### src/rtl/jacobi_pkg.sv
// rtl/jacobi_pkg.sv - Shared defaults, FSM encoding and helpers for the jacobi host sequencer
package jacobi_pkg;

    localparam int JACOBI_DW = 27;
    localparam int JACOBI_AW = 15;
    localparam int JACOBI_RW = 7;
    localparam int NMAX      = 127;

    typedef enum logic [3:0] {
        S_IDLE,
        S_GO,
        S_B_LO,
        S_B_HI,
        S_BF_LO,
        S_BF_HI,
        S_A_LO,
        S_A_HI,
        S_AF_LO,
        S_AF_HI,
        S_WAIT,
        S_CAP,
        S_FIN
    } state_t;

    // A zero request still runs a 1x1 problem; oversize requests clamp to NMAX.
    function automatic logic [6:0] clamp_n(input logic [7:0] n);
        if (n == 8'd0) begin
            return 7'd1;
        end else if (n > 8'(NMAX)) begin
            return 7'(NMAX);
        end else begin
            return n[6:0];
        end
    endfunction

endpackage

### src/rtl/jacobi_strobe_gen.sv
// rtl/jacobi_strobe_gen.sv - LO/HI load strobe with element counter and terminal count
module jacobi_strobe_gen
    import jacobi_pkg::*;
#(
    parameter int CW = $clog2(NMAX * NMAX)
) (
    input  logic          clk,
    input  logic          rst,
    input  logic          clr,
    input  logic          lo,
    input  logic          step,
    input  logic [CW-1:0] last_idx,
    output logic          strobe,
    output logic [CW-1:0] cnt,
    output logic          tc
);

    assign tc = (cnt == last_idx);

    // A flush pulse drives lo without step, so the strobe repeats while the count holds.
    always_ff @(posedge clk or negedge rst) begin
        if (!rst) begin
            strobe <= 1'b0;
            cnt    <= '0;
        end else begin
            strobe <= lo;
            if (clr) begin
                cnt <= '0;
            end else if (step && !tc) begin
                cnt <= cnt + CW'(1);
            end
        end
    end

endmodule

### src/rtl/jacobi_host_seq.sv
// rtl/jacobi_host_seq.sv - Host-side load/capture sequencer for jacobi_iter (JACOBI_HOST_LAT_EN adds lat_cycles)
module jacobi_host_seq
    import jacobi_pkg::*;
#(
    parameter int DW    = JACOBI_DW,
    parameter int AW    = JACOBI_AW,
    parameter int RW    = JACOBI_RW,
    parameter int TMO_W = 24
) (
    input  logic             clk,
    input  logic             rst,
    input  logic             start,
    input  logic [7:0]       n_in,
    input  logic [TMO_W-1:0] tmo_limit,
    output logic [AW-1:0]    src_addr,
    output logic             src_rd,
    input  logic [DW-1:0]    src_rdata,
    output logic             go,
    output logic             load_A,
    output logic             load_B,
    output logic [DW-1:0]    A_next,
    output logic [DW-1:0]    B_next,
    input  logic             drdy,
    input  logic             fail,
    input  logic [DW-1:0]    dout,
    output logic             res_we,
    output logic [RW-1:0]    res_addr,
    output logic [DW-1:0]    res_wdata,
    output logic             busy,
    output logic             done,
    output logic             solve_fail,
    output logic             timeout
`ifdef JACOBI_HOST_LAT_EN
    ,
    output logic [15:0]      lat_cycles
`endif
);

    localparam int CW = $clog2(NMAX * NMAX);

    state_t           state, state_nxt;
    logic [6:0]       n_q;
    logic [6:0]       n_m1;
    logic [CW-1:0]    nn_full;
    logic [CW-1:0]    nn_m1;
    logic [TMO_W-1:0] wcnt;
    logic [TMO_W-1:0] wcnt_inc;
    logic             tmo_hit;
    logic [RW-1:0]    res_next;
    logic             cap_last;

    logic             sg_clr, sg_lo, sg_step, sg_strobe, sg_tc;
    logic [CW-1:0]    sg_cnt, sg_last;

    assign n_m1     = n_q - 7'd1;
    assign nn_full  = CW'(n_q) * CW'(n_q);
    assign wcnt_inc = wcnt + TMO_W'(1);
    assign tmo_hit  = (tmo_limit != '0) && (wcnt_inc == tmo_limit);
    assign res_next = res_addr + RW'(1);
    assign cap_last = (res_next == RW'(n_m1));
    assign sg_last  = (state == S_A_LO || state == S_A_HI) ? nn_m1 : CW'(n_m1);

    jacobi_strobe_gen #(.CW(CW)) u_strobe (
        .clk      (clk),
        .rst      (rst),
        .clr      (sg_clr),
        .lo       (sg_lo),
        .step     (sg_step),
        .last_idx (sg_last),
        .strobe   (sg_strobe),
        .cnt      (sg_cnt),
        .tc       (sg_tc)
    );

    assign load_B = sg_strobe && (state == S_B_HI || state == S_BF_HI);
    assign load_A = sg_strobe && (state == S_A_HI || state == S_AF_HI);

    always_ff @(posedge clk or negedge rst) begin
        if (!rst) begin
            state <= S_IDLE;
        end else begin
            state <= state_nxt;
        end
    end

    always_comb begin
        state_nxt = state;
        go        = 1'b0;
        src_rd    = 1'b0;
        src_addr  = '0;
        sg_clr    = 1'b0;
        sg_lo     = 1'b0;
        sg_step   = 1'b0;
        done      = 1'b0;
        busy      = 1'b1;
        case (state)
            S_IDLE: begin
                busy = 1'b0;
                if (start) begin
                    state_nxt = S_GO;
                end
            end
            S_GO: begin
                go        = 1'b1;
                src_rd    = 1'b1;
                sg_clr    = 1'b1;
                state_nxt = S_B_LO;
            end
            S_B_LO: begin
                sg_lo     = 1'b1;
                state_nxt = S_B_HI;
            end
            // B ends at N-1, so the last B read at cnt+1 fetches A[0].
            S_B_HI: begin
                sg_step   = 1'b1;
                src_rd    = 1'b1;
                src_addr  = AW'(sg_cnt) + AW'(1);
                state_nxt = sg_tc ? S_BF_LO : S_B_LO;
            end
            S_BF_LO: begin
                sg_lo     = 1'b1;
                state_nxt = S_BF_HI;
            end
            S_BF_HI: begin
                sg_clr    = 1'b1;
                state_nxt = S_A_LO;
            end
            S_A_LO: begin
                sg_lo     = 1'b1;
                state_nxt = S_A_HI;
            end
            S_A_HI: begin
                sg_step = 1'b1;
                if (sg_tc) begin
                    state_nxt = S_AF_LO;
                end else begin
                    src_rd    = 1'b1;
                    src_addr  = AW'(n_q) + AW'(sg_cnt) + AW'(1);
                    state_nxt = S_A_LO;
                end
            end
            S_AF_LO: begin
                sg_lo     = 1'b1;
                state_nxt = S_AF_HI;
            end
            S_AF_HI: begin
                state_nxt = S_WAIT;
            end
            S_WAIT: begin
                if (drdy) begin
                    state_nxt = (fail || n_m1 == 7'd0) ? S_FIN : S_CAP;
                end else if (tmo_hit) begin
                    state_nxt = S_FIN;
                end
            end
            S_CAP: begin
                if (cap_last) begin
                    state_nxt = S_FIN;
                end
            end
            S_FIN: begin
                done      = 1'b1;
                busy      = 1'b0;
                state_nxt = S_IDLE;
            end
            default: begin
                state_nxt = S_IDLE;
            end
        endcase
    end

    always_ff @(posedge clk or negedge rst) begin
        if (!rst) begin
            n_q        <= 7'd1;
            nn_m1      <= '0;
            wcnt       <= '0;
            A_next     <= '0;
            B_next     <= '0;
            res_we     <= 1'b0;
            res_addr   <= '0;
            res_wdata  <= '0;
            solve_fail <= 1'b0;
            timeout    <= 1'b0;
        end else begin
            res_we <= 1'b0;
            case (state)
                S_IDLE: begin
                    if (start) begin
                        n_q        <= clamp_n(n_in);
                        solve_fail <= 1'b0;
                        timeout    <= 1'b0;
                    end
                end
                S_GO:    nn_m1  <= nn_full - CW'(1);
                S_B_LO:  B_next <= src_rdata;
                // A[0] was read by the last B_HI; it arrives during the B flush.
                S_BF_LO: A_next <= src_rdata;
                S_A_LO: begin
                    if (sg_cnt != '0) begin
                        A_next <= src_rdata;
                    end
                end
                S_AF_HI: wcnt <= '0;
                S_WAIT: begin
                    if (drdy) begin
                        if (fail) begin
                            solve_fail <= 1'b1;
                        end else begin
                            res_we    <= 1'b1;
                            res_addr  <= '0;
                            res_wdata <= dout;
                        end
                    end else if (tmo_hit) begin
                        timeout <= 1'b1;
                    end else begin
                        wcnt <= wcnt_inc;
                    end
                end
                S_CAP: begin
                    res_we    <= 1'b1;
                    res_addr  <= res_next;
                    res_wdata <= dout;
                end
                default: ;
            endcase
        end
    end

`ifdef JACOBI_HOST_LAT_EN
    // Counts GO through the WAIT cycle that sees drdy, inclusive.
    always_ff @(posedge clk or negedge rst) begin
        if (!rst) begin
            lat_cycles <= '0;
        end else if (state == S_IDLE) begin
            if (start) begin
                lat_cycles <= '0;
            end
        end else if (state != S_CAP && state != S_FIN && lat_cycles != 16'hFFFF) begin
            lat_cycles <= lat_cycles + 16'd1;
        end
    end
`endif

endmodule

### config.mk
export PLATFORM = sky130hd
export DESIGN_NAME = jacobi_host_seq
export DESIGN_NICKNAME = d
export VERILOG_FILES = /design/src/rtl/jacobi_pkg.sv /design/src/rtl/jacobi_strobe_gen.sv /design/src/rtl/jacobi_host_seq.sv
export SDC_FILE = /design/constraint.sdc
export NUM_CORES = 1
export LEC_CHECK = 0
export BUFFER_PORTS_ARGS = -buffer_cell sky130_fd_sc_hd__buf_4
export CAP_MARGIN = 5
export CORE_ASPECT_RATIO = 2
export CORE_UTILIZATION = 53
export CTS_BUF_LIST = sky130_fd_sc_hd__clkbuf_2 sky130_fd_sc_hd__clkbuf_4 sky130_fd_sc_hd__clkbuf_8
export DETAILED_ROUTE_END_ITERATION = 12
export PLACE_DENSITY_LB_ADDON = 0.08
export SETUP_SLACK_MARGIN = 0.3
export SLEW_MARGIN = 10
export SYNTH_ARGS = -nofsm -noshare
export SYNTH_HDL_FRONTEND = slang
export SYNTH_HIERARCHICAL = 1
export SYNTH_SLANG_ARGS = --single-unit
### constraint.sdc
create_clock -name clk -period 4.3 [get_ports clk]
set_input_delay 0 -clock clk [delete_from_list [all_inputs] [get_ports clk]]
set_output_delay 0 -clock clk [all_outputs]
set_load 0.05 [all_outputs]
---- Word level (Yosys, flattened, before mapping) ----
Cells that the tools add are included.
cells by class
  add/subtract/negate cells ............... 8
  multipliers ............................. 1
  order comparisons ....................... 1
  eq/ne operators ......................... 25
  multiplexer cells ....................... 44
  reduce and logical (&&, ||, !) cells .... 31
operators with widths
  kind                                                              number
  27-bit case mux with 2 select lines                               2
  27-bit 2-to-1 mux                                                 3
  24-bit 2-to-1 mux                                                 2
  24-bit case mux with 2 select lines                               1
  4-bit case mux with 12 select lines                               1
  14-bit 2-to-1 mux                                                 3
  15-bit case mux with 2 select lines                               1
  7-bit 2-to-1 mux                                                  4
  24-bit by 1-bit adder with 24-bit output (second input constant)  1
  24-bit == test                                                    1
  24-bit nonzero test                                               1
  4-bit == test (second input constant)                             5
  4-bit 2-to-1 mux                                                  5
  4-bit by 3-bit == test with 1-bit output (second input constant)  4
  2-bit != test (second input constant)                             8
  14-bit by 1-bit adder with 15-bit output (second input constant)  1
  15-bit by 1-bit adder with 15-bit output (second input constant)  1
  7-bit by 14-bit adder with 15-bit output                          1
  15-bit 2-to-1 mux                                                 1
  14-bit by 1-bit adder with 14-bit output (second input constant)  1
  14-bit == test                                                    1
  7-bit by 7-bit multiplier with 14-bit output                      1
  1-bit 2-to-1 mux                                                  14
  7-bit case mux with 2 select lines                                1
  24 further kinds                                                  46
word-level totals
  flip-flop bits (word level) ............. 155
  input port bits ......................... 91
  output and inout port bits .............. 112
  logic and storage cells ................. 123

---- Longest topological paths before layout ----
Gate-level depths: netlist of run 1.
  depth after elaboration ................. 8
  gate-level depth with buffers ........... 21
  mapped depth without buffers ............ 20

---- By module ----
The synthesis of run 1 kept the hierarchy.
by module, submodules not included
  module             times used  cells each  area an instance (µm²)  sequential area each (µm²)
  jacobi_host_seq    1           1032        9631.7                  3479.6
  jacobi_strobe_gen  1           104         957.2                   375.4

---- Worst setup path before layout of run 1 ----
OpenSTA, ideal clock, no wires.
  kind .................................... register to register
  start point ............................. register n_q[0]
  end point ............................... register nn_m1[12]
  setup time .............................. 0.135 ns
  data arrival time ....................... 4.422 ns
  required time ........................... 4.165 ns
  path slack .............................. -0.257 ns
  stages on the path, launching flop included .. 21
  path buffers ............................ 1
  clock period less this slack ............ 4.557 ns
  cell sequence ........................... dfstp_2 -> clkbuf_1 -> and2_1 -> xor2_1 -> ha_1 -> a21oi_1 -> fa_1 -> inv_1 -> fa_1 -> inv_1 -> fa_1 -> inv_1 -> ha_1 -> a21oi_1 -> o21bai_1 -> a21oi_1 -> o21bai_1 -> a31o_2 -> a21oi_1 -> xor2_1 -> o21ai_0
on the way
  longest elaborated chain between the ends .. 2
RTL lines
  element                                        line                    source
  start: declaration                             jacobi_host_seq.sv:42   logic [6:0] n_q;
  start signal: assignment                       jacobi_host_seq.sv:189  n_q <= clamp_n(n_in);
  7-bit by 7-bit multiplier with 14-bit output   jacobi_host_seq.sv:56   assign nn_full = CW'(n_q) * CW'(n_q);
  14-bit by 1-bit subtractor with 14-bit output  jacobi_host_seq.sv:194  S_GO: nn_m1 <= nn_full - CW'(1);
  end signal: assignment                         jacobi_host_seq.sv:194
  end: declaration                               jacobi_host_seq.sv:45   logic [CW-1:0] nn_m1;
Every way passes these cells.
A chain may end at the register's enable or synchronous reset.

---- Worst setup path in the final report of run 1 ----
  start point ............................. register n_q[1]
  end point ............................... register nn_m1[11]
The elaborated chain is that of the path after synthesis.

==> flow_summary.yaml, run 1 <==
outcome:
  status: "completed"
setup_path:
  required_ns: 4.63
  crit_path_end_kind: "flip-flop"
  critPathSlowestCell: "fa_1"
  critPathLaunchType: "flip-flop"
  path_class: "flip-flop to flip-flop"
  reg2reg_depth: 19
  path_cells: "inv_1 -> nor2_2 -> xor2_1 -> ha_2 -> a21oi_2 -> fa_1 -> inv_1 -> fa_1 -> inv_1 -> fa_1 -> inv_2 -> ha_4 -> a21boi_4 -> o31a_1 -> nor3_2 -> o21bai_1 -> a21oi_1 -> xor2_1 -> o21ai_1"
  r2r_slack_ns: 0.09
  rr_endpoint: "nn_m1[11]$_DFFE_PN0P_"
  cp.arrival_ns: 4.54
  path_max_fanout: 7
  max_stage_delay_ns: 0.50
  r2r-start: "n_q[1]$_DFFE_PN0P_"
cts:
  clk-insertion-delay-late_ns: 0.48
  clk_pin_slew_ns: 0.10
  ctsHtreeMaxLevel: 4
  clock_sinks: 154
  numCtsBuffers: 17
  root_buffer: "clkbuf_8"
  cts_tree: "built"
  cts_max_path_buffers: 2
timing:
  max_slew_margin: 0.210
  finalMaxSlewViolations: 0
  fmax_mhz: 237
  fin_crit_sh: 0.979
  rsz0062_at_grt: "yes"
  hold_viol: 0
  fin_skew_ns: 0.0145
  period_needed_ns: 4.21
  setup-tns-final_ns: 0
  tightest_slew_ns: 1.18
  finalSetupViolations: 0
flow_run:
  cap_violations: 0
yosys:
  netlist_area_um2: 10600
  synthCells: 1136
  yosys.area_share.simple: 0.213
  synth-compound-area-share: 0.110
  yosysMostFrequentCell: "dfrtp_1"
  yosys.area.top_type_share: 0.362
  ys_warn_count: 6
  synth_top_area_cell: "dfrtp_1"
  synthMuxAreaShare: 0.0958
  synthAdderAreaFrac: 0.0952
  ys_top_cells_by_area: "dfrtp_1 36%, mux2_2 8.8%, ha_1 5.6%"
  netlist_top_cells_count: "153 x dfrtp_1, 101 x nand2_1, 83 x mux2_2, 70 x nand3_1, 69 x inv_1"
  synth_seq_area_share: 0.364
  synth-edff-count: 0
  syn_area_per_cell_um2: 9.32
  synth-main-ff-cell: "dfrtp_1"
  synth_fp_nets: 1295
  synth_top_family_by_area: "simple AND/OR/NAND/NOR gates"
  synthArstFlopShare: 1.00
  synth_seq_cells: 154
  synth_cell_types: 72
  synth_xor_xnor_area_share: 0.0711
cells_and_area:
  drive_gt1_frac: 0.294
  layout.nets: 1576
  antennaDiodeCount: 0
  final_util: 0.711
  syn_to_final_growth_pct: 30.7
global_route:
  grtUsageTotal: 0.326
  grt_start_max_net_pins: 82
  grt_pass1_wl_um: 51300
  grt_pass1_vias: 10271
  globalRouteOverflowTotal: 0
  antenna_found_initial: 0
drt:
  vias: 9796
  dr.pass1.iters: 7
  post-route-drc-count: 0
  drtIter0Drc: 501
  viasPerCell: 5.80
  wirelength_um: 32400
  detail-route-antenna-nets: 0
  avgRoutedWirePerCell_um: 19.2
die:
  die_w_um: 102
  core-area_um2: 19500
  start_util: 0.544
  pin_count: 203
  die_y_um: 202
  num_rows: 72
  die_area_um2: 20600
placement:
  hpwl_um: 22900
  portBuffers: 202
  place_congestion: 0.894
hold_path:
  holdPathEnd: "solve_fail$_DFFE_PN0P_"
  min_path_cells: 3
  hp-class: "input port to flip-flop"
  hp-start: "start"
==> state kept, by name (all words and copies together), names as in the netlist, 4 cells and up <==
| name | cells |
|---|---|
| B_next | 27 |
| nn_m1 | 13 |
| res_addr | 7 |
| res_wdata | 27 |
| A_next | 27 |
| n_q | 7 |
| wcnt | 24 |
| state | 4 |
| u_strobe/cnt | 14 |
==> cell families (layout without fill, tap and decap cells) <==
kind of cell             count (synthesis)  in the layout
AND/OR/NAND/NOR                        423            423
AO/OA/AOI/OAI                          183            183
flip-flops                             154            154
buffers and inverters                  131            424
multiplexers                            91             91
XOR/XNOR                                86             86
adder cells (fa/ha/maj)                 68             68
==> worst max path at each step <==
stage	start	to	cells after the start
detailed placement	n_q[0]$_DFFE_PN1P_	nn_m1[13]$_DFFE_PN0P_	18
floorplan	n_q[2]$_DFFE_PN0P_	nn_m1[12]$_DFFE_PN0P_	19
CTS	n_q[0]$_DFFE_PN1P_	nn_m1[13]$_DFFE_PN0P_	18
finish	n_q[1]$_DFFE_PN0P_	nn_m1[11]$_DFFE_PN0P_	19
global route	n_q[1]$_DFFE_PN0P_	nn_m1[11]$_DFFE_PN0P_	19
global placement	n_q[0]$_DFFE_PN1P_	nn_m1[13]$_DFFE_PN0P_	18
==> cell usage in the layout (no fill, tap or decap), types with 17 or more instances in the layout <==
cell type / netlist / routed
nand4_1: 19 / 19
ha_1: 47 / 42
nor2_1: 62 / 60
a21oi_1: 34 / 30
and3_1: 28 / 28
xor2_1: 23 / 22
or4_1: 20 / 20
nor3_1: 27 / 24
mux2_2: 83 / 83
o21ai_0: 53 / 46
dlygate4sd3_1: 0 / 72
fa_1: 21 / 21
clkbuf_8: 0 / 17
a31oi_1: 22 / 20
xnor2_1: 63 / 61
dfrtp_1: 153 / 152
buf_4: 9 / 251
inv_1: 69 / 65
nand3_1: 70 / 70
nand2_1: 101 / 100
==> layer usage <==
metal | wire length (um) | vias up | global-route usage
li1 | - | 4584 | -
met1 | 11400 | 4737 | 0.328
met2 | 17700 | 343 | 0.603
met3 | 1480 | 132 | 0.0577
met4 | 1890 | 0 | 0.199
met5 | 0 | - | 0
==> worst max-delay path, delay by kind of cell (launching register included) <==
family                   cells  cell delay [ns]
adder cells (fa/ha/maj)      5             1.89
AND/OR/NAND/NOR              2             0.35
buffers and inverters        4             0.24
AO/OA/AOI/OAI                6             0.81
flip-flops                   1             0.44
XOR/XNOR                     2             0.34
==> area by class of cell <==
class                   count  area, um2
multi-input cells         851       6390
fillers                  1518       5620
flip-flops and latches    154       3860
repair buffers            324       2620
well taps                 259        324
inverters                  69        259
clock buffers              19        249
clock inverters            12        140
==> stage by stage <==
stage	instances	hold slack (ns)	area [um2]	setup slack (ns)
2_1_floorplan	1136	-0.296	10700	0.109
3_3_place_gp	1568	0.102	12500	0.104
3_5_place_dp	1568	0.0987	12500	0.000890
4_1_cts	1683	0.00791	13700	-0.0124
5_1_grt	1688	0.0413	13800	-0.0946
6_report	1688	0.0237	13800	0.0883
==> timing repair <==
action | CTS | global route
setup buffers | 12 | 5
endpoints found under the hold margin | 169 | 0
pin swaps | 14 | 21
gates resized for setup | 12 | 15
setup endpoints to repair | 10 | 20
hold buffers | 72 | 0
Power of run 1 is left out: the tool's default activity adds up to more than one toggle a clock period on the data nets, which glitch-free logic cannot reach.
==> inputs of run 2 (changes only) <==
==> constraint.sdc (replaced) <==
create_clock -name clk -period 4.3 [get_ports clk]
set_input_delay 0.215 -clock clk [delete_from_list [all_inputs] [get_ports clk]]
set_output_delay 0.215 -clock clk [all_outputs]
set_load 0.05 [all_outputs]
==> run 2 against run 1 <==
  * Non-clock buffer count shrank 23
  * Final area shrank 0.59%
  * Sequential share of layout area grew 0.16 points
  * Die area is the same
  * Setup slack lost 0.0086 ns
  * Global-route usage shrank 0.53 points
  * Sequential cell count is the same
  * Clock skew shrank 0.0032 ns
  * Critical endpoint is now nn_m1[13]$_DFFE_PN0P_
==> flow_summary.yaml, run 2 (synthesized netlist as in run 1, its figures left out) <==
timing:
  period_needed_ns: 4.22
  finalMaxSlewViolations: 0
  hold_viol: 0
  finalSetupViolations: 0
  whs_ns: 0.0189
  max_slew_margin: 0.265
  setup-tns-final_ns: 0
  tightest_slew_ns: 1.10
  rsz0062_at_grt: "yes"
  fin_crit_sh: 0.981
  fmax_mhz: 237
  fin_skew_ns: 0.0113
setup_path:
  max_stage_delay_ns: 0.52
  path_class: "flip-flop to flip-flop"
  critPathSlowestCell: "fa_1"
  rr_endpoint: "nn_m1[13]$_DFFE_PN0P_"
  crit_top_cell: "fa_1"
  r2r_slack_ns: 0.08
  path_delay_family: "adder cells"
  crit_path_end_kind: "flip-flop"
  critPathBufInv: 2
  r2r-start: "n_q[5]$_DFFE_PN0P_"
  reg2reg_depth: 13
  critPathLaunchType: "flip-flop"
  cp.arrival_ns: 4.56
  path_cells: "buf_4 -> nand2_1 -> inv_1 -> fa_1 -> fa_1 -> fa_1 -> fa_1 -> ha_1 -> o21ai_0 -> o21ai_1 -> a31oi_1 -> xnor2_1 -> o21ai_1"
  required_ns: 4.64
  path_max_fanout: 6
cells_and_area:
  antennaDiodeCount: 0
  drive_gt1_frac: 0.305
  final_common_cell: "buf_4"
  final_cell_mix: "240 x buf_4, 152 x dfrtp_1, 100 x nand2_1"
  final.fill_count: 1539
  layout.nets: 1553
  top_regs: "A_next (27), B_next (27), res_wdata (27)"
  register_area_um2: 3860
  syn_to_final_growth_pct: 29.9
  multi_input_area_um2: 6490
  final_area_um2: 13800
cts:
  root_buffer: "clkbuf_8"
  clk-insertion-delay-late_ns: 0.49
  ctsHtreeMaxLevel: 4
  cts_max_path_buffers: 2
  clock_sinks: 154
  cts_tree: "built"
  numCtsBuffers: 17
  clk_pin_slew_ns: 0.09
placement:
  place_congestion: 0.909
  portBuffers: 202
  hpwl_um: 23200
  place_area_um2: 12500
die:
  num_rows: 72
  core-area_um2: 19500
  pin_count: 203
  die_y_um: 202
  die_area_um2: 20600
  die_w_um: 102
  start_util: 0.544
global_route:
  grt_pass1_wl_um: 50000
  grtUsageTotal: 0.321
  antenna_found_initial: 0
  grt_pass1_vias: 10032
  globalRouteOverflowTotal: 0
  grt_start_max_net_pins: 96
hold_path:
  hp-class: "input port to flip-flop"
  hp-start: "fail"
  holdPathEnd: "solve_fail$_DFFE_PN0P_"
  min_path_cells: 3
drt:
  dr.pass1.iters: 7
  drtIter0Drc: 339
  wirelength_um: 31800
  detail-route-antenna-nets: 0
  vias: 9739
  avgRoutedWirePerCell_um: 19.1
  viasPerCell: 5.85
  post-route-drc-count: 0
flow_run:
  cap_violations: 0
outcome:
  status: "completed"
run 2: cell count changes in the layout (fill, tap and decap cells not counted), sizes merged:
cell,change
inv,-2
buf,-6
clkbuf,+1
clkinv,+2
dlygate4sd3,-17
run 2: routing by layer:
layer | wire length [um] | vias to the layer above | part of all wire | GRT usage
met5 | 0 | - | 0 | 0
met3 | 1220 | 130 | 0.038 | 0.0564
met2 | 17500 | 310 | 0.55 | 0.596
met1 | 10900 | 4756 | 0.34 | 0.308
li1 | - | 4543 | - | -
met4 | 2280 | 0 | 0.072 | 0.223
run 2: layout make-up:
type                    instances  share of cell area
well taps                     259              0.0236
repair buffers                301               0.176
clock buffers                  20              0.0196
multi-input cells             851               0.472
clock inverters                12              0.0100
inverters                      69              0.0188
flip-flops and latches        154               0.280
run 2: worst min-delay path: stages:
cell and delay (ns):
buf_4 0.11, a31oi_1 0.07, nor2_1 0.08
run 2: how the worst max path moves through the flow:
stage	from	end	slack [ns]	depth (start not counted)
after global routing	n_q[0]$_DFFE_PN1P_	nn_m1[13]$_DFFE_PN0P_	-0.09	17
after global placement	n_q[0]$_DFFE_PN1P_	nn_m1[11]$_DFFE_PN0P_	0.11	18
after CTS	n_q[0]$_DFFE_PN1P_	nn_m1[11]$_DFFE_PN0P_	-0.02	18
final	n_q[5]$_DFFE_PN0P_	nn_m1[13]$_DFFE_PN0P_	0.08	13
after detailed placement	n_q[0]$_DFFE_PN1P_	nn_m1[11]$_DFFE_PN0P_	-0.004	18
after floorplan	n_q[0]$_DFFE_PN1P_	nn_m1[12]$_DFFE_PN0P_	0.16	20
run 2: timing repair:
| action | CTS | global route |
|---|---|---|
| hold buffers | 55 | 0 |
| endpoints found under the hold margin | 174 | 0 |
| setup endpoints to repair | 20 | 20 |
| pin swaps | 11 | 21 |
| gates resized for setup | 19 | 21 |
| buffers inserted | 9 | 2 |
run 2: stage by stage:
step	instances	setup slack (ns)	utilization
floorplan	1136	0.165	-
global placement	1568	0.107	0.644
detailed placement	1568	-0.00395	0.644
CTS	1664	-0.0245	0.702
global route	1666	-0.0895	0.707
finish	1666	0.0796	0.707
Power of run 2 is left out for the same reason.
